===== config.mk =====
export PLATFORM = sky130hd
export DESIGN_NAME = ps2_host_tx
export DESIGN_NICKNAME = d
export VERILOG_FILES = /design/src/rtl/ps2_host_tx.sv
export SDC_FILE = /design/constraint.sdc
export NUM_CORES = 1
export LEC_CHECK = 0
export ABC_AREA = 1
export BUFFER_PORTS_ARGS = -buffer_cell sky130_fd_sc_hd__buf_2
export CORE_MARGIN = 5
export CORE_UTILIZATION = 50
export CTS_CLUSTER_SIZE = 16
export DETAILED_ROUTE_END_ITERATION = 7
export PLACE_DENSITY_LB_ADDON = 0.2
export SYNTH_ARGS = -nofsm -noshare
export SYNTH_HDL_FRONTEND = slang
export SYNTH_SLANG_ARGS = --single-unit

===== constraint.sdc =====
create_clock -name CLK_chaos -period 2.9 [get_ports CLK_chaos]
set_input_delay 0.435 -clock CLK_chaos [delete_from_list [all_inputs] [get_ports CLK_chaos]]
set_output_delay 0.435 -clock CLK_chaos [all_outputs]
set_load 0.005 [all_outputs]

===== src/rtl/ps2_host_tx.sv =====
`default_nettype none
// ============================================================================
// Module      : ps2_host_tx
// Description : PS/2 host-to-device transmitter: inhibit, request-to-send,
//               device-clocked serialization of one byte and ACK check.
// Revision    : 1.0 - initial release
// ============================================================================
module ps2_host_tx #(
    parameter int INHIBIT_CYCLES = 5000,
    parameter int TIMEOUT_CYCLES = 750000
) (
    input  logic       CLK_chaos,
    input  logic       restart,
    input  logic [7:0] dato_tx,
    input  logic       enviar,
    input  logic       ps2_clk_in,
    input  logic       ps2_data_in,
    output logic       ps2_clk_oe,
    output logic       ps2_data_oe,
    output logic       ocupado,
    output logic       listo,
    output logic       error
);

    localparam logic [2:0] c_IDLE     = 3'd0;
    localparam logic [2:0] c_INHIBIT  = 3'd1;
    localparam logic [2:0] c_REQ      = 3'd2;
    localparam logic [2:0] c_TX       = 3'd3;
    localparam logic [2:0] c_WAIT_REL = 3'd4;

    localparam logic [19:0] c_INHIBIT_LAST = 20'(INHIBIT_CYCLES - 1);
    localparam logic [19:0] c_TIMEOUT_LAST = 20'(TIMEOUT_CYCLES - 1);

    logic [2:0]  r_state;
    logic        r_clk_s1, r_clk_s2, r_clk_prev;
    logic        r_dat_s1, r_dat_s2;
    logic [19:0] r_cnt;
    logic [3:0]  r_n;
    logic [7:0]  r_shreg;
    logic        r_par;
    logic        r_clk_oe, r_data_oe, r_ocupado, r_listo, r_error;
    logic        w_fall;
    logic        w_timeout;

    assign w_fall    = r_clk_prev & ~r_clk_s2;
    // Counter value cycle k means the error pulse lands exactly TIMEOUT_CYCLES after release.
    assign w_timeout = (r_cnt == c_TIMEOUT_LAST);

    always_ff @(posedge CLK_chaos) begin
        if (restart) begin
            r_state    <= c_IDLE;
            r_clk_s1   <= 1'b1;
            r_clk_s2   <= 1'b1;
            r_clk_prev <= 1'b1;
            r_dat_s1   <= 1'b1;
            r_dat_s2   <= 1'b1;
            r_cnt      <= '0;
            r_n        <= '0;
            r_shreg    <= '0;
            r_par      <= 1'b0;
            r_clk_oe   <= 1'b0;
            r_data_oe  <= 1'b0;
            r_ocupado  <= 1'b0;
            r_listo    <= 1'b0;
            r_error    <= 1'b0;
        end else begin
            r_clk_s1   <= ps2_clk_in;
            r_clk_s2   <= r_clk_s1;
            r_clk_prev <= r_clk_s2;
            r_dat_s1   <= ps2_data_in;
            r_dat_s2   <= r_dat_s1;
            r_listo    <= 1'b0;
            r_error    <= 1'b0;

            case (r_state)
                c_IDLE: begin
                    if (enviar) begin
                        r_shreg   <= dato_tx;
                        r_par     <= ~^dato_tx;
                        r_cnt     <= '0;
                        r_n       <= '0;
                        r_clk_oe  <= 1'b1;
                        r_data_oe <= 1'b0;
                        r_ocupado <= 1'b1;
                        r_state   <= c_INHIBIT;
                    end
                end
                c_INHIBIT: begin
                    if (r_cnt == c_INHIBIT_LAST) begin
                        r_cnt     <= '0;
                        r_data_oe <= 1'b1;
                        r_state   <= c_REQ;
                    end else begin
                        r_cnt <= r_cnt + 20'd1;
                    end
                end
                c_REQ: begin
                    r_clk_oe <= 1'b0;
                    r_cnt    <= '0;
                    r_state  <= c_TX;
                end
                c_TX: begin
                    if (w_timeout) begin
                        r_data_oe <= 1'b0;
                        r_ocupado <= 1'b0;
                        r_error   <= 1'b1;
                        r_state   <= c_IDLE;
                    end else begin
                        r_cnt <= r_cnt + 20'd1;
                        if (w_fall) begin
                            r_n <= r_n + 4'd1;
                            // r_n still holds the previous edge count, i.e. the bit index.
                            if (r_n < 4'd8) begin
                                r_data_oe <= ~r_shreg[r_n[2:0]];
                            end else if (r_n == 4'd8) begin
                                r_data_oe <= ~r_par;
                            end else if (r_n == 4'd9) begin
                                r_data_oe <= 1'b0;
                            end else if (r_dat_s2 == 1'b0) begin
                                r_state <= c_WAIT_REL;
                            end else begin
                                r_data_oe <= 1'b0;
                                r_ocupado <= 1'b0;
                                r_error   <= 1'b1;
                                r_state   <= c_IDLE;
                            end
                        end
                    end
                end
                c_WAIT_REL: begin
                    if (w_timeout) begin
                        r_ocupado <= 1'b0;
                        r_error   <= 1'b1;
                        r_state   <= c_IDLE;
                    end else begin
                        r_cnt <= r_cnt + 20'd1;
                        if (r_clk_s2 && r_dat_s2) begin
                            r_ocupado <= 1'b0;
                            r_listo   <= 1'b1;
                            r_state   <= c_IDLE;
                        end
                    end
                end
                default: begin
                    r_clk_oe  <= 1'b0;
                    r_data_oe <= 1'b0;
                    r_ocupado <= 1'b0;
                    r_state   <= c_IDLE;
                end
            endcase
        end
    end

    assign ps2_clk_oe  = r_clk_oe;
    assign ps2_data_oe = r_data_oe;
    assign ocupado     = r_ocupado;
    assign listo       = r_listo;
    assign error       = r_error;

endmodule
`default_nettype wire


### Word level (Yosys, flattened, before mapping)

Index checks and enable logic that the tools add are counted.

* bits of input ports: 13
* flip-flop bits (word level): 46

* reductions and logical operators: 17
* bitwise gates (word level): 8
* equal/unequal tests: 20
* order comparisons: 2
* muxes and demuxes: 49
* add/subtract/negate cells: 2

Operators with widths (number)
* $pmux W20 S4: 1
* $mux W20: 3
* $mux W3: 10
* $mux W1: 25
* $add A20 B1 Y20 const B: 1
* $eq A20 B13 Y1 const B: 1
* $eq A20 B20 Y1 const B: 1
* $ne A3 B3 Y1 const B: 6
* $pmux W3 S5: 1
* $mux W4: 3
* $ne A2 B2 Y1 const B: 5
* $eq A4 B4 Y1 const B: 2
* $pmux W1 S4: 2
* $pmux W4 S2: 1
* $reduce_and A8 Y1: 1
* $reduce_xnor A8 Y1: 1
* $not A1 Y1: 7
* $reduce_and A7 Y1: 1
* $eq A3 B2 Y1 const B: 2
* $ne A6 B6 Y1 const B: 1
* $reduce_or A2 Y1: 3
* $reduce_or A3 Y1: 2
* $reduce_and A5 Y1: 1
* $add A4 B1 Y4 const B: 1
* 14 further kinds: 16

### Longest topological paths before layout

* depth in word-level cells: 7
* depth in mapped cells: 13
* depth with buffers taken out: 13

### Least setup slack after synthesis

OpenSTA, ideal clock, no wires.

* path kind: reg-to-reg
* start: register r_n[0]
* end: register r_ocupado, in the netlist ocupado
* stages on the path, launching flop included: 14
* path slack: 1.145 ns
* data arrival time: 1.642 ns
* required time: 2.787 ns
* library setup time: 0.113 ns
* buffers on the path: 1
* cell sequence: dfxtp_1 clkbuf_1 inv_1 ha_1 nand2_1 nand2_1 a21oi_1 o21ai_0 nand2_1 nand2_1 nor2_1 nand2_1 nand2_1 nor2_1

* word-level cells in the longest chain between the ends: 3
* elaborated cells between the ends (all ways): 7
* those cells by class: 1 x order compare; 5 x eq/ne; 1 x reduce/logical

Ends and longest elaborated chain
* from (decl): RTL line 38 `logic [3:0] r_n;`
* from (signal assigned): RTL line 111 `r_n <= r_n + 4'd1;`
* $lt A4 B4 Y1, or another cell as far along: RTL line 113 `if (r_n < 4'd8) begin`
* $ne A3 B3 Y1 (no source line)
* $reduce_and A8 Y1 (no source line) (*)
* to (signal assigned): RTL line 105 `r_ocupado <= 1'b0;`
* to (signal assigned): RTL line 123 `r_ocupado <= 1'b0;`
* to (signal assigned): RTL line 132 `r_ocupado <= 1'b0;`
* to (decl): RTL line 41 `logic r_clk_oe, r_data_oe, r_ocupado, r_listo, r_error;`

Mark *: on every way between the ends. The rest lies on a longest branch, timed or not.
A chain may end at the register's enable or synchronous reset.

### Worst setup path in the final report

* start: register r_cnt[0]
* end: register r_cnt[7]

* word-level cells in the longest chain between the ends: 3
* elaborated cells between the ends (all ways): 8
* those cells by class: 1 x add/sub; 3 x eq/ne; 3 x mux; 1 x reduce/logical

Ends and longest elaborated chain
* from (decl): RTL line 37 `logic [19:0] r_cnt;`
* from (signal assigned): RTL line 94 `r_cnt <= r_cnt + 20'd1;`
* from (signal assigned): RTL line 109 `r_cnt <= r_cnt + 20'd1;`
* from (signal assigned): RTL line 136 `r_cnt <= r_cnt + 20'd1;`
* $add A20 B1 Y20, or another cell as far along: RTL line 94, 109, 136
* $mux W20, or another cell as far along: RTL line 103, 131
* $pmux W20 S4 / $reduce_and A3 Y1 (equally long branches)

Parallel ways exist; a longest one is shown, timed or not. The select of a mux whose other input is x is not followed.

==> flow_summary_export.csv <==
group,metric,value,unit
yosys,synthFlopType,"dfxtp_1",
yosys,synthMostInstantiatedCell,"nand2_1",
sta,fin_crit_sh,0.690,
yosys,syn_inst,415,
routing,drc_errors,0,
final_layout,area.growth.synth_to_final,9.56,%
floorplan,dieArea,0.00693,sq mm
global_route,antenna_found_initial,0,
setup_path,cp-start-kind,"flip-flop",
floorplan,die_x,83.2,microns
floorplan,rows,26,
hold_path,hold_start,"ps2_clk_in",
hold_path,min_to,"r_clk_s1$_SDFF_PP1_",
yosys,ys_ff_latch,46,
clock_network,cts_tree,"yes",
hold_path,hold_depth,2,
setup_path,crit-reg2reg-launch,"r_cnt[0]$_SDFFE_PP0P_",
final_layout,diodes,0,
setup_path,arrival,2.24,ns
floorplan,ios,18,
sta,worst_slack,0.900,ns
setup_path,critPathMaxFanout,17,
sta,fmaxAchievable,500,MHz
placed_design,dp_hpwl,4940,microns
sta,slew_violations,0,
outcome,run_status,"complete, no violations",
clock_network,cts_buffers,5,
floorplan,start_util,0.519,
pwr,p_leak,1.29,nW
setup_path,ff2ff_setup_slack,0.90,ns
clock_network,cts_num_sinks,46,
routing,wl_per_cell,12.8,microns
sta,fin_crit,2.00,ns
yosys,yosysUniqueCellTypes,31,
clock_network,clockRootBuffer,"clkbuf_8",
clock_network,cts.clk_slew.worst_paths,0.09,ns
clock_network,cts_resized,0,
global_route,grt_use_total,0.193,
routing,drtAntennaViolNets,0,
routing,via_count,2563,
final_layout,drive_gt1_frac,0.133,
placed_design,io_buffers,17,
yosys,synth_common_cells,"99 x nand2_1, 61 x nor2_1, 48 x inv_1",
sta,maxSlewHeadroom,0.643,
routing,drt_iter0_drc,196,
yosys,netlist_area,0.00268,sq mm
sta,setup_viol,0,
sta,clock_skew,0.00550,ns
yosys,synth-seq-area-share,0.343,
sta,hold_viol,0,
yosys,syn_nets,432,
setup_path,ff2ff_path_depth,10,
clock_network,htree_levels,2,
yosys,yosys-top-cells-area,"dfxtp_1 34%, nand2_1 14%, nor2_1 8.5%",
clock_network,hold_buffers,0,
routing,first_pass_iters,4,
setup_path,crit_path_end_kind,"flip-flop",
final_layout,nNetsFinal,451,
floorplan,die_y,83.2,microns
clock_network,insertion_delay,0.29,ns
global_route,grt_max_degree,18,
placed_design,post-place-ws,0.936,ns
sta,rsz0062_at_grt,"no",
placed_design,gp_congestion,0.964,
yosys,yosys.area.top_type,"dfxtp_1",
routing,wl,6480,microns
yosys,yosysTopAreaCellShare,0.343,
setup_path,r2r_end,"r_cnt[7]$_SDFFE_PP0P_",
setup_path,critPathKind,"flip-flop to flip-flop",
global_route,grt_pass1_vias,2512,
routing,via_per_inst,5.08,
final_layout,postLayoutCoreUtil,0.568,
clock_network,ctsLongestPathBuffers,2,
global_route,grt_pass1_wl,11200,microns
global_route,grt.overflow.total,0,
setup_path,required,3.14,ns
yosys,synth_edf_count,0,
floorplan,core_area,0.00517,sq mm
run,drv_cap,0,
yosys,async_reset_ff_frac,0,
sta,worst_pin_slew,0.535,ns
sta,fin_setup_tns,0,ns
yosys,yosys_warnings,0,
hold_path,holdCritPathClass,"input pin to flip-flop",
clock_network,cts_setup_buffers,0,
pwr,powerDensity,685,mW/mm^2
yosys,avgSynthCellArea,6.46,sq um
pwr,peakVddDrop,0.476,mV
cells by family after synthesis:
logic type | count (synthesis) | synth area share
adder cells (fa/ha/maj) | 4 | 0.0187
buffers and inverters | 62 | 0.0909
AND/OR/NAND/NOR | 232 | 0.388
flip-flops | 46 | 0.343
XOR/XNOR | 11 | 0.0359
AO/OA/AOI/OAI | 60 | 0.124
final cells by class:
cell class                      count  area (sq um)
Clock inverter                      2          37.5
Multi-Input combinational cell    307          1520
Fill cell                         518          2230
Inverter                           57           218
Clock buffer                        6          72.6
Sequential cell                    46           921
Timing Repair Buffer               17          85.1
Tap cell                           70          87.6
critical path, stage by stage, from the launching register on:
cell     delay [ns]
dfxtp_1        0.34
ha_1           0.27
nand3_2        0.12
nor2_1         0.06
nand3_2        0.16
nor2_4         0.06
nor2_4         0.37
nand2_1        0.22
o21ai_0        0.21
nand2_1        0.07
nor2_1         0.08
cells in the final DEF, fill, tap and decap left out, drive strengths merged:
master,netlist,routed
o211ai,3,3
clkinv,2,2
xnor2,7,7
clkinvlp,0,1
buf,1,17
a21oi,28,28
and2,1,1
dfxtp,46,46
or2,4,4
xor2,4,4
a211oi,1,1
inv,55,55
ha,4,4
and3,1,1
nand4,8,8
nor2,69,69
nand3,34,34
nor3,11,11
bufinv,0,1
nand2,104,104
o21a,2,2
o21bai,2,2
clkbuf,4,6
o21ai,24,24
metrics by stage:
stage	power [mW]	instance area, sq um	hold slack, ns	std cells
3_5_place_dp	1.55	2830	0.398	497
2_1_floorplan	1.38	2680	0.389	415
3_3_place_gp	1.53	2830	0.394	497
4_1_cts	2.03	2940	0.320	505
6_report	2.01	2940	0.320	505
5_1_grt	2.17	2940	0.334	505
flip-flops by register name, indices dropped and copies added (netlist names), 3 cells and up:
name and cells:
r_cnt 20, r_state 3, r_n 4, r_shreg 8
report_power, final:
part	total, mW	internal, mW	switching (mW)
Combinational	0.730	0.234	0.496
Sequential	0.801	0.726	0.0746
Clock	0.484	0.258	0.226
per-layer routing:
metal	vias up	global-route usage	wire, microns
met3	12	0.0297	266
met2	47	0.338	3070
met5	-	0	0
met4	0	0.0639	136
met1	1144	0.240	3010
li1	1360	-	-
how the worst max path moves through the flow:
stage / from / endpoint / slack (ns) / depth (start not counted)
6_report: r_cnt[0]$_SDFFE_PP0P_ / r_cnt[7]$_SDFFE_PP0P_ / 0.90 / 10
5_1_grt: r_n[0]$_SDFFE_PP0P_ / ocupado$_SDFFE_PP0P_ / 0.66 / 12
3_3_place_gp: r_n[0]$_SDFFE_PP0P_ / ocupado$_SDFFE_PP0P_ / 0.98 / 12
2_1_floorplan: r_n[0]$_SDFFE_PP0P_ / ocupado$_SDFFE_PP0P_ / 1.15 / 13
4_1_cts: r_cnt[0]$_SDFFE_PP0P_ / r_cnt[7]$_SDFFE_PP0P_ / 0.92 / 10
3_5_place_dp: r_cnt[0]$_SDFFE_PP0P_ / r_cnt[19]$_SDFFE_PP0P_ / 0.94 / 11
(Power assumes the default switching activity.)
